===== config.mk =====
export PLATFORM = sky130hd
export DESIGN_NAME = mips_icache
export DESIGN_NICKNAME = d
export VERILOG_FILES = /design/src/rtl/mips_icache_pkg.sv /design/src/rtl/mips_icache_ctrl.sv /design/src/rtl/mips_icache.sv
export SDC_FILE = /design/constraint.sdc
export NUM_CORES = 1
export LEC_CHECK = 0
export ABC_AREA = 1
export ABC_CLOCK_PERIOD_IN_PS = 19400
export BUFFER_PORTS_ARGS = -buffer_cell sky130_fd_sc_hd__buf_2
export CORE_ASPECT_RATIO = 1.75
export CORE_MARGIN = 4
export CORE_UTILIZATION = 40
export CTS_CLUSTER_DIAMETER = 60
export DETAILED_ROUTE_END_ITERATION = 12
export PLACE_DENSITY = 0.61
export RECOVER_POWER = 25
export SLEW_MARGIN = 40
export SYNTH_ARGS = -nofsm -noshare
export SYNTH_HDL_FRONTEND = slang
export SYNTH_SLANG_ARGS = --single-unit

===== constraint.sdc =====
create_clock -name clk -period 19.4 [get_ports clk]
set_input_delay 2.91 -clock clk [delete_from_list [all_inputs] [get_ports clk]]
set_output_delay 2.91 -clock clk [all_outputs]
set_load 0.01 [all_outputs]

===== src/rtl/mips_icache_pkg.sv =====
// Shared MIPS definitions for the instruction cache slice.
// Holds the address/data widths, cache line geometry and the width of the
// performance counters.
package mips_icache_pkg;

  localparam int MIPS_ADDR_WIDTH = 32;
  localparam int MIPS_DATA_WIDTH = 32;
  localparam int WORDS_PER_LINE  = 4;
  localparam int LINE_W          = WORDS_PER_LINE * MIPS_DATA_WIDTH;
  localparam int PERF_CNT_W      = 32;

endpackage


===== src/rtl/mips_icache_ctrl.sv =====
// Refill controller for mips_icache.
// Two-state FSM (IDLE/REFILL) plus the line address latched at the miss.
// Ports:
//   clk, rst_n    clock, asynchronous active-low reset
//   proc_read     fetch request
//   lookup_hit    valid & tag match for the current proc_addr (not state-gated)
//   proc_addr     word address of the request
//   mem_ready     refill data valid
//   idle          FSM is in IDLE (lookups allowed)
//   miss_start    IDLE->REFILL transition happens at the next edge
//   fill_en       line write strobe (REFILL & mem_ready)
//   mem_read      refill request to memory
//   mem_addr      latched line address of the miss
import mips_icache_pkg::*;

module mips_icache_ctrl (
  input  logic                       clk,
  input  logic                       rst_n,
  input  logic                       proc_read,
  input  logic                       lookup_hit,
  input  logic [MIPS_ADDR_WIDTH-3:0] proc_addr,
  input  logic                       mem_ready,
  output logic                       idle,
  output logic                       miss_start,
  output logic                       fill_en,
  output logic                       mem_read,
  output logic [MIPS_ADDR_WIDTH-5:0] mem_addr
);

  localparam logic [0:0] IDLE   = 1'b0;
  localparam logic [0:0] REFILL = 1'b1;

  logic [0:0] state;

  assign idle       = (state == IDLE);
  assign miss_start = idle & proc_read & ~lookup_hit;
  // Reset forces IDLE asynchronously, so both strobes drop at once and a
  // pending refill never writes the arrays.
  assign mem_read   = (state == REFILL);
  assign fill_en    = (state == REFILL) & mem_ready;

  always_ff @(posedge clk or negedge rst_n) begin
    if (!rst_n) begin
      state <= IDLE;
    end else begin
      case (state)
        IDLE:    if (miss_start) state <= REFILL;
        REFILL:  if (mem_ready)  state <= IDLE;
        default: state <= IDLE;
      endcase
    end
  end

  // The address only changes on a new miss, so it stays stable through
  // REFILL regardless of what the fetch stage does meanwhile.
  always_ff @(posedge clk) begin
    if (miss_start) mem_addr <= proc_addr[MIPS_ADDR_WIDTH-3:2];
  end

endmodule


===== src/rtl/mips_icache.sv =====
// Direct-mapped, read-only MIPS instruction cache with zero-wait hits.
// NUM_LINES lines of 4 words; a miss refills one whole line from memory.
// Optional feature: define MIPS_ICACHE_PERF_EN to build saturating hit/miss
// counters; otherwise perf_hit_cnt/perf_miss_cnt are tied to 0.
// Ports:
//   clk, rst_n                       clock, asynchronous active-low reset
//   proc_read/proc_write/proc_addr/proc_wdata   fetch side requests (writes ignored)
//   proc_rdata, proc_stall           fetched word, request-not-served flag
//   mem_read/mem_write/mem_addr/mem_wdata       refill request (write side constant 0)
//   mem_rdata, mem_ready             refill line and its completion strobe
//   perf_hit_cnt, perf_miss_cnt      performance counters
import mips_icache_pkg::*;

module mips_icache #(
  parameter int NUM_LINES = 8
) (
  input  logic                       clk,
  input  logic                       rst_n,
  input  logic                       proc_read,
  input  logic                       proc_write,
  input  logic [MIPS_ADDR_WIDTH-3:0] proc_addr,
  input  logic [MIPS_DATA_WIDTH-1:0] proc_wdata,
  output logic [MIPS_DATA_WIDTH-1:0] proc_rdata,
  output logic                       proc_stall,
  output logic                       mem_read,
  output logic                       mem_write,
  output logic [MIPS_ADDR_WIDTH-5:0] mem_addr,
  output logic [LINE_W-1:0]          mem_wdata,
  input  logic [LINE_W-1:0]          mem_rdata,
  input  logic                       mem_ready,
  output logic [PERF_CNT_W-1:0]      perf_hit_cnt,
  output logic [PERF_CNT_W-1:0]      perf_miss_cnt
);

  localparam int IDX_W = $clog2(NUM_LINES);
  localparam int TAG_W = MIPS_ADDR_WIDTH - 4 - IDX_W;

  function automatic logic [PERF_CNT_W-1:0] sat_inc(input logic [PERF_CNT_W-1:0] v);
    return (&v) ? v : v + 1'b1;
  endfunction

  logic [NUM_LINES-1:0]       valid;
  logic [TAG_W-1:0]           tag_mem  [NUM_LINES];
  logic [MIPS_DATA_WIDTH-1:0] data_mem [NUM_LINES][WORDS_PER_LINE];

  logic [1:0]       offset;
  logic [IDX_W-1:0] idx;
  logic [TAG_W-1:0] tag;
  logic [IDX_W-1:0] fill_idx;
  logic [TAG_W-1:0] fill_tag;
  logic             lookup_hit, hit, idle, miss_start, fill_en;
  logic             unused_write_side;

  assign offset = proc_addr[1:0];
  assign idx    = proc_addr[2 +: IDX_W];
  assign tag    = proc_addr[MIPS_ADDR_WIDTH-3 -: TAG_W];

  assign lookup_hit = valid[idx] & (tag_mem[idx] == tag);
  assign hit        = proc_read & idle & lookup_hit;

  assign proc_rdata = hit ? data_mem[idx][offset] : '0;
  assign proc_stall = proc_read & ~hit;

  assign mem_write  = 1'b0;
  assign mem_wdata  = '0;
  assign unused_write_side = ^{proc_write, proc_wdata};

  mips_icache_ctrl u_ctrl (
    .clk        (clk),
    .rst_n      (rst_n),
    .proc_read  (proc_read),
    .lookup_hit (lookup_hit),
    .proc_addr  (proc_addr),
    .mem_ready  (mem_ready),
    .idle       (idle),
    .miss_start (miss_start),
    .fill_en    (fill_en),
    .mem_read   (mem_read),
    .mem_addr   (mem_addr)
  );

  assign fill_idx = mem_addr[IDX_W-1:0];
  assign fill_tag = mem_addr[MIPS_ADDR_WIDTH-5 -: TAG_W];

  always_ff @(posedge clk or negedge rst_n) begin
    if (!rst_n) begin
      valid <= '0;
    end else if (fill_en) begin
      valid[fill_idx] <= 1'b1;
    end
  end

  // Tag and data arrays carry no reset; valid alone qualifies them.
  always_ff @(posedge clk) begin
    if (fill_en) begin
      tag_mem[fill_idx] <= fill_tag;
      for (int w = 0; w < WORDS_PER_LINE; w++) begin
        data_mem[fill_idx][w] <= mem_rdata[w*MIPS_DATA_WIDTH +: MIPS_DATA_WIDTH];
      end
    end
  end

`ifdef MIPS_ICACHE_PERF_EN
  logic [PERF_CNT_W-1:0] hit_cnt, miss_cnt;

  always_ff @(posedge clk or negedge rst_n) begin
    if (!rst_n) begin
      hit_cnt  <= '0;
      miss_cnt <= '0;
    end else begin
      if (hit)        hit_cnt  <= sat_inc(hit_cnt);
      if (miss_start) miss_cnt <= sat_inc(miss_cnt);
    end
  end

  assign perf_hit_cnt  = hit_cnt;
  assign perf_miss_cnt = miss_cnt;
`else
  assign perf_hit_cnt  = '0;
  assign perf_miss_cnt = '0;
`endif

endmodule


==> metrics.txt, run 1 <==
min cycle time layout=10.30 ns; Pleak=20.76 nW; Final Cycle Share=53.11%; CTS tree=done; root buf cell=clkbuf_16; Mapped Area=52,120 um2; Power, Total=0.005633 W; Final Skew=0.03317 ns; Synth cell types=35; initial antenna violation count=47; outcome=finished clean; DR WL/cell=21.88 um; DR DRC count=0; Max Cap Viol=0; die width=280.9 um; CTS Hold Buffers Added=0; arrival time worst endpoint=7.39 ns; cell area after placement=54,200 um2; TritonCTS Buffers=114; Clock Latency Late Sink=0.72 ns; drt pass-1 iters=5; CP Class=in2out; Worst Setup Start Kind=primary input; CTS clk-pin slew, worst paths=0.06 ns; Post-Route WL=134,900 um; I/O pin count=450; fill count=11,610; Clock Tree Buf Depth=3; first-pass GRT wire length=197,800 um; Post-DRT Antenna Nets=0; number of synthesized register bits=1,261; placed cells=5,932; Slew Viols, Final=0; Initial Utilization=40.21%; Placement Rows=175; register area share after synthesis=72.57%; post-route cell area=57,890 um2; RSZ-0062 raised after global routing=no; Via density=5.271; initial drt markers=2,520; post-cts resize count=0; Worst Tran Pin Value=0.8835 ns; I/O Buffers=223; clock sinks=1,261; Ys Warns=0; hpwl dp=72,810 um; vias in the first global route=31,340; worst-path fanout max=89; final core occ=44.66%; worst vdd ir=0.1033 mV; Finished Layout Cells=6,166; Finish-stage setup viols=0; Core ar.=129,600 um2; Mapped Avg Cell Area=12.32 um2; largest net degree at the start of global routing=169; power per standard cell area=97.29 nW/um2; Die Area=136,400 um2; slew margin rel.=41.10%; post-synthesis cell count=4,229; via count=32,500; layout cells sized above 1=9.097%; GRT Util Overall=19.29%; gpl congestion=0.7663; Die Y=485.5 um; Max Clk Rate=97.06 MHz; synthesis-to-layout area growth=11.08%; final hold violation count=0; Data required, critical path=16.49 ns; H-tree levels=3; Critical Path Sink Type=primary output; GRT overflow=0; hold crit path type=reg2reg; # nets final=4,566; setup TNS=0 ns; total setup buffers inserted after CTS=0
[synthesized netlist by cell type, drive strengths merged]
cell	number	area share [%]
inv	138	1.0
a221oi	5	0.084
conb	1	0.0072
edfxtp	1252	72
clkinv	2	0.014
o311ai	70	1.2
o22ai	1	0.012
nand3	364	3.5
nand2	1236	8.9
a22oi	83	1.2
dfrtp	9	0.43
clkbuf	99	0.71
o221ai	7	0.12
nand3b	12	0.17
o21bai	1	0.014
a21oi	364	3.5
o21ai	27	0.26
nor2	107	0.88
a32o	23	0.44
and2	26	0.31
o211ai	24	0.35
buf	355	4.4
or2	11	0.13
a221o	12	0.23
[sequential cells by signal (all words and copies together) (netlist names)]
register         flops
u_ctrl.mem_read      1
tag_mem            200
u_ctrl.mem_addr     28
valid                8
data_mem          1024
[logic make-up (layout without fill, tap and decap cells)]
family          Yosys count  count (layout)  synth area share [%]
other cells               1             215              0.007195
buf+inv                 594             636                 6.155
compound gates          617             617                 7.372
flops                  1261            1261                 72.57
simple gates           1756            1756                 13.90
[power breakdown]
group	total [W]	leakage (nW)	switching, W	internal, W
clock	0.00218	1.75	0.000972	0.00121
combinational	0.000374	7.61	0.000276	0.0000984
sequential	0.00307	11.4	0.0000196	0.00305
[final cells by class]
cell class | instances | area [um2] | area share [%]
multi-input combinational | 2566 | 11900 | 20.55
clock buffer | 139 | 2978 | 5.144
sequential | 1261 | 37820 | 65.33
tap | 1681 | 2103 | 3.633
timing repair buffer | 288 | 1833 | 3.166
clock inverter | 69 | 651.9 | 1.126
antenna | 22 | 55.05 | 0.09509
inverter | 140 | 554.3 | 0.9574
[per-layer routing]
| metal | global-route usage, % | vias up | share of wire [%] |
|---|---|---|---|
| li1 | - | 14980 | - |
| met1 | 23.93 | 16060 | 40 |
| met2 | 32.82 | 1129 | 49 |
| met3 | 4.557 | 304 | 7.4 |
| met4 | 7.232 | 32 | 3.2 |
| met5 | 0 | - | 0.15 |
[path summary, 6_finish.rpt]
kind	end	slack (ns)	start	cells after the start
worst max-delay path	proc_rdata[25]	9.10	proc_addr[3]	16
min in group asynchronous	u_ctrl.mem_read	2.19	rst_n	1
worst min register to register	valid[1]	0.47	valid[1]	1
worst max register to register	data_mem[3][89]	16.21	u_ctrl.mem_read	4
max in group asynchronous	valid[0]	16.81	rst_n	1
worst min-delay path	valid[1]	0.47	valid[1]	1
[through the flow]
stage	hold slack, ns	setup WS (ns)
after CTS	0.4693	9.054
after global routing	0.4927	8.878
after global placement	0.4522	8.923
after floorplan	0.4394	9.206
after detailed placement	0.4531	9.067
final	0.4698	9.097
[critical path, cell delays in order]
cell	delay, ns
buf_8	0.22
inv_8	0.51
buf_4	0.76
buf_4	0.69
nand2_1	0.11
nand3_1	0.09
nand2_1	0.12
or2_2	0.29
nand3_1	0.15
nor2_1	0.07
nand2_1	0.14
nor2_2	0.08
nand2_2	0.06
buf_4	0.63
nor2_2	0.16
buf_2	0.20
[placed cells by master, fill, tap and decap left out, types with 12 or more instances in the layout]
| cell type | instances |
|---|---|
| diode_2 | 22 |
| buf_4 | 31 |
| nand3_1 | 364 |
| o311ai_1 | 16 |
| buf_2 | 131 |
| nand2_1 | 1235 |
| a22oi_1 | 83 |
| a32o_1 | 23 |
| o211ai_1 | 24 |
| inv_1 | 134 |
| clkinv_1 | 32 |
| conb_1 | 193 |
| buf_6 | 21 |
| nor2_1 | 75 |
| nand3b_1 | 12 |
| clkbuf_1 | 111 |
| and2_1 | 13 |
| edfxtp_1 | 1252 |
| clkbuf_16 | 115 |
| a21oi_1 | 364 |
| o311ai_0 | 51 |
| and2_0 | 13 |
| nor2_2 | 24 |
| clkinv_2 | 16 |
| o21ai_0 | 26 |
| a221o_1 | 12 |
(Power assumes the default switching activity.)
==> run 2, diff against run 1 <==
Settings changed: ABC_CLOCK_PERIOD_IN_PS 19400 to 8700, PLACE_DENSITY 0.61 to 0.63.
Clock period 19.4 ns to 8.7 ns, I/O delays scaled along.
==> run 2 against run 1 <==
  * Die area unchanged
  * Final cell count down 0.24%
  * Count of clock-buffer cells in the layout down 6
  * Largest power group unchanged
  * Register-to-register slack worse by 10 ns
  * Non-clock buffer count down 9
  * Sequential power up 120%
  * Critical endpoint is now proc_rdata[1]
  * Sequential share of layout area about the same
  * Critical path depth down 4
  * Setup slack worse by 7.0 ns
==> metrics.txt, run 2 (synthesized netlist as in run 1, its figures left out) <==
Initial Utilization=40.21% (unchanged); largest net degree at the start of global routing=236 (+40%); register area=37,820 um2 (unchanged); TritonCTS Buffers=115 (+0.88%); die width=280.9 um (unchanged); Largest register FFs=1,024 (unchanged); multi-input logic area=11,890 um2 (about the same); first-pass GRT wire length=195,100 um (-1.3%); Most flops, register=data_mem; R2R Path Start=u_ctrl.mem_read; worst vdd ir=0.1853 mV (+79%); commonest non-fill, non-tap cell in the layout=edfxtp_1; H-tree levels=3 (unchanged); synthesis-to-layout area growth=11.16% (about the same); total setup buffers inserted after CTS=0 (unchanged); I/O Buffers=223 (unchanged); gpl congestion=0.7297 (-4.8%); outcome=finished clean; Post-Place Setup Slack=2.243 ns (-6.823 ns); Die Area=136,400 um2 (unchanged); worst-path fanout max=160 (+80%); Data required, critical path=7.39 ns (-9.10 ns); Slowest-stage cell, CP=buf_4; CTS tree=done; Finish-stage setup viols=0 (unchanged); hpwl dp=68,920 um (-5.3%); Max Clk Rate=151.9 MHz; Worst Tran Pin Value=0.9123 ns (+0.02882 ns); min cycle time layout=6.583 ns; root buf cell=clkbuf_16; Critical Path Sink Type=primary output; Placement Rows=175 (unchanged); R2R depth=5 (+1); CP Class=in2out; internal reg-to-reg setup slack=5.79 ns (-10.42 ns); clock sinks=1,261 (unchanged); Pleak=20.80 nW (+0.18%); Final WS setup=2.117 ns (-6.980 ns); Clock Latency Late Sink=0.72 ns (about the same); max incr delay on CP=0.75 ns (about the same); fill count=11,570 (-0.41%); initial antenna violation count=38 (-19%); Via density=5.282 (+0.22%); Largest regs=data_mem: 1024 flops, tag_mem: 200 flops, u_ctrl.mem_addr: 28 flops; power per standard cell area=218.6 nW/um2 (+120%); hold crit path type=reg2reg; Post-DRT Antenna Nets=0 (unchanged); RSZ-0062 raised after global routing=no; Final Cycle Share=75.66%; Die Y=485.5 um (unchanged); initial drt markers=2,484 (-1.4%); CTS clk-pin slew, worst paths=0.06 ns (about the same); hold path cells=1 (unchanged); Worst Setup Start Kind=primary input; Slew Viols, Final=0 (unchanged); most frequent cells in the layout=edfxtp_1 (1,252), nand2_1 (1,235), nand3_1 (364), a21oi_1 (364), conb_1 (193); slew margin rel.=39.18% (-1.9 points); Post-Route WL=132,100 um (-2.0%); layout cells sized above 1=9.158% (+0.061 points); arrival time worst endpoint=5.28 ns (-2.11 ns); setup TNS=0 ns (unchanged); drt pass-1 iters=5 (unchanged); CTS Hold Buffers Added=0 (unchanged); via count=32,490 (-0.028%); DR WL/cell=21.48 um (-1.8%); critical path launch point=proc_addr[2]; DR DRC count=0 (unchanged); I/O pin count=450 (unchanged); final hold violation count=0 (unchanged); Min-Delay Endpoint=valid[4]; vias in the first global route=31,380 (+0.13%); Final Skew=0.04373 ns (+0.01056 ns); Hold Crit Start=valid[4]; Max Cap Viol=0 (unchanged); post-cts resize count=0 (unchanged); Core ar.=129,600 um2 (unchanged); # nets final=4,558 (-0.18%); worst-path cell chain=buf_8 > buf_12 > buf_4 > buf_4 > a21oi_1 > a22oi_1 > nand2_1 > nand3_1 > nand3_1 > and2_1 > nor2_2 > buf_2; Clock Tree Buf Depth=3 (unchanged); R2R Path End=data_mem[1][98]; GRT overflow=0 (unchanged); GRT Util Overall=18.94% (-0.34 points)
==> run 2: worst max-delay path: cells and delay by family <==
kind | cells | cell delay, ns
compound gates | 2 | 0.35
buf+inv | 5 | 2.45
simple gates | 5 | 0.86
==> run 2: metrics by stage <==
stage	instance area, um2	instances	util, %	total power (W)	hold slack (ns)
after floorplan	52840	4421	-	0.007572	0.4394
after global placement	54010	5919	41.66	0.007801	0.4514
after CTS	57910	6133	44.68	0.01277	0.3739
after detailed placement	54180	5924	41.80	0.007825	0.4609
after global routing	57910	6141	44.68	0.01311	0.4809
final	57940	6151	44.70	0.01267	0.4756
==> run 2: worst max path at each step <==
stage,end,slack [ns],cells after the start
2_1_floorplan,valid[0],0.11,3
3_3_place_gp,proc_rdata[5],2.07,10
3_5_place_dp,proc_rdata[1],2.24,12
4_1_cts,proc_rdata[1],2.22,12
5_1_grt,proc_rdata[18],1.87,12
6_report,proc_rdata[1],2.12,12
==> run 2: routing by layer <==
layer | wire length, um | part of all wire, % | global-route usage, %
met4 | 4684 | 3.5 | 8.070
met1 | 52400 | 40 | 23.62
met2 | 65870 | 50 | 32.31
met3 | 8979 | 6.8 | 3.558
met5 | 201 | 0.15 | 0
==> run 2: power breakdown <==
part	leakage, nW	internal [W]	switching [W]
sequential	11.4	0.00681	0.0000440
clock	1.80	0.00278	0.00220
combinational	7.59	0.000220	0.000614
==> run 2: final cells by class <==
cell class | count | share of cell area [%]
Multi-Input combinational cell | 2566 | 20.52
Clock buffer | 133 | 5.120
Inverter | 140 | 0.9740
Sequential cell | 1261 | 65.28
Tap cell | 1681 | 3.630
Timing Repair Buffer | 279 | 3.095
Clock inverter | 76 | 1.320
Antenna cell | 15 | 0.06479
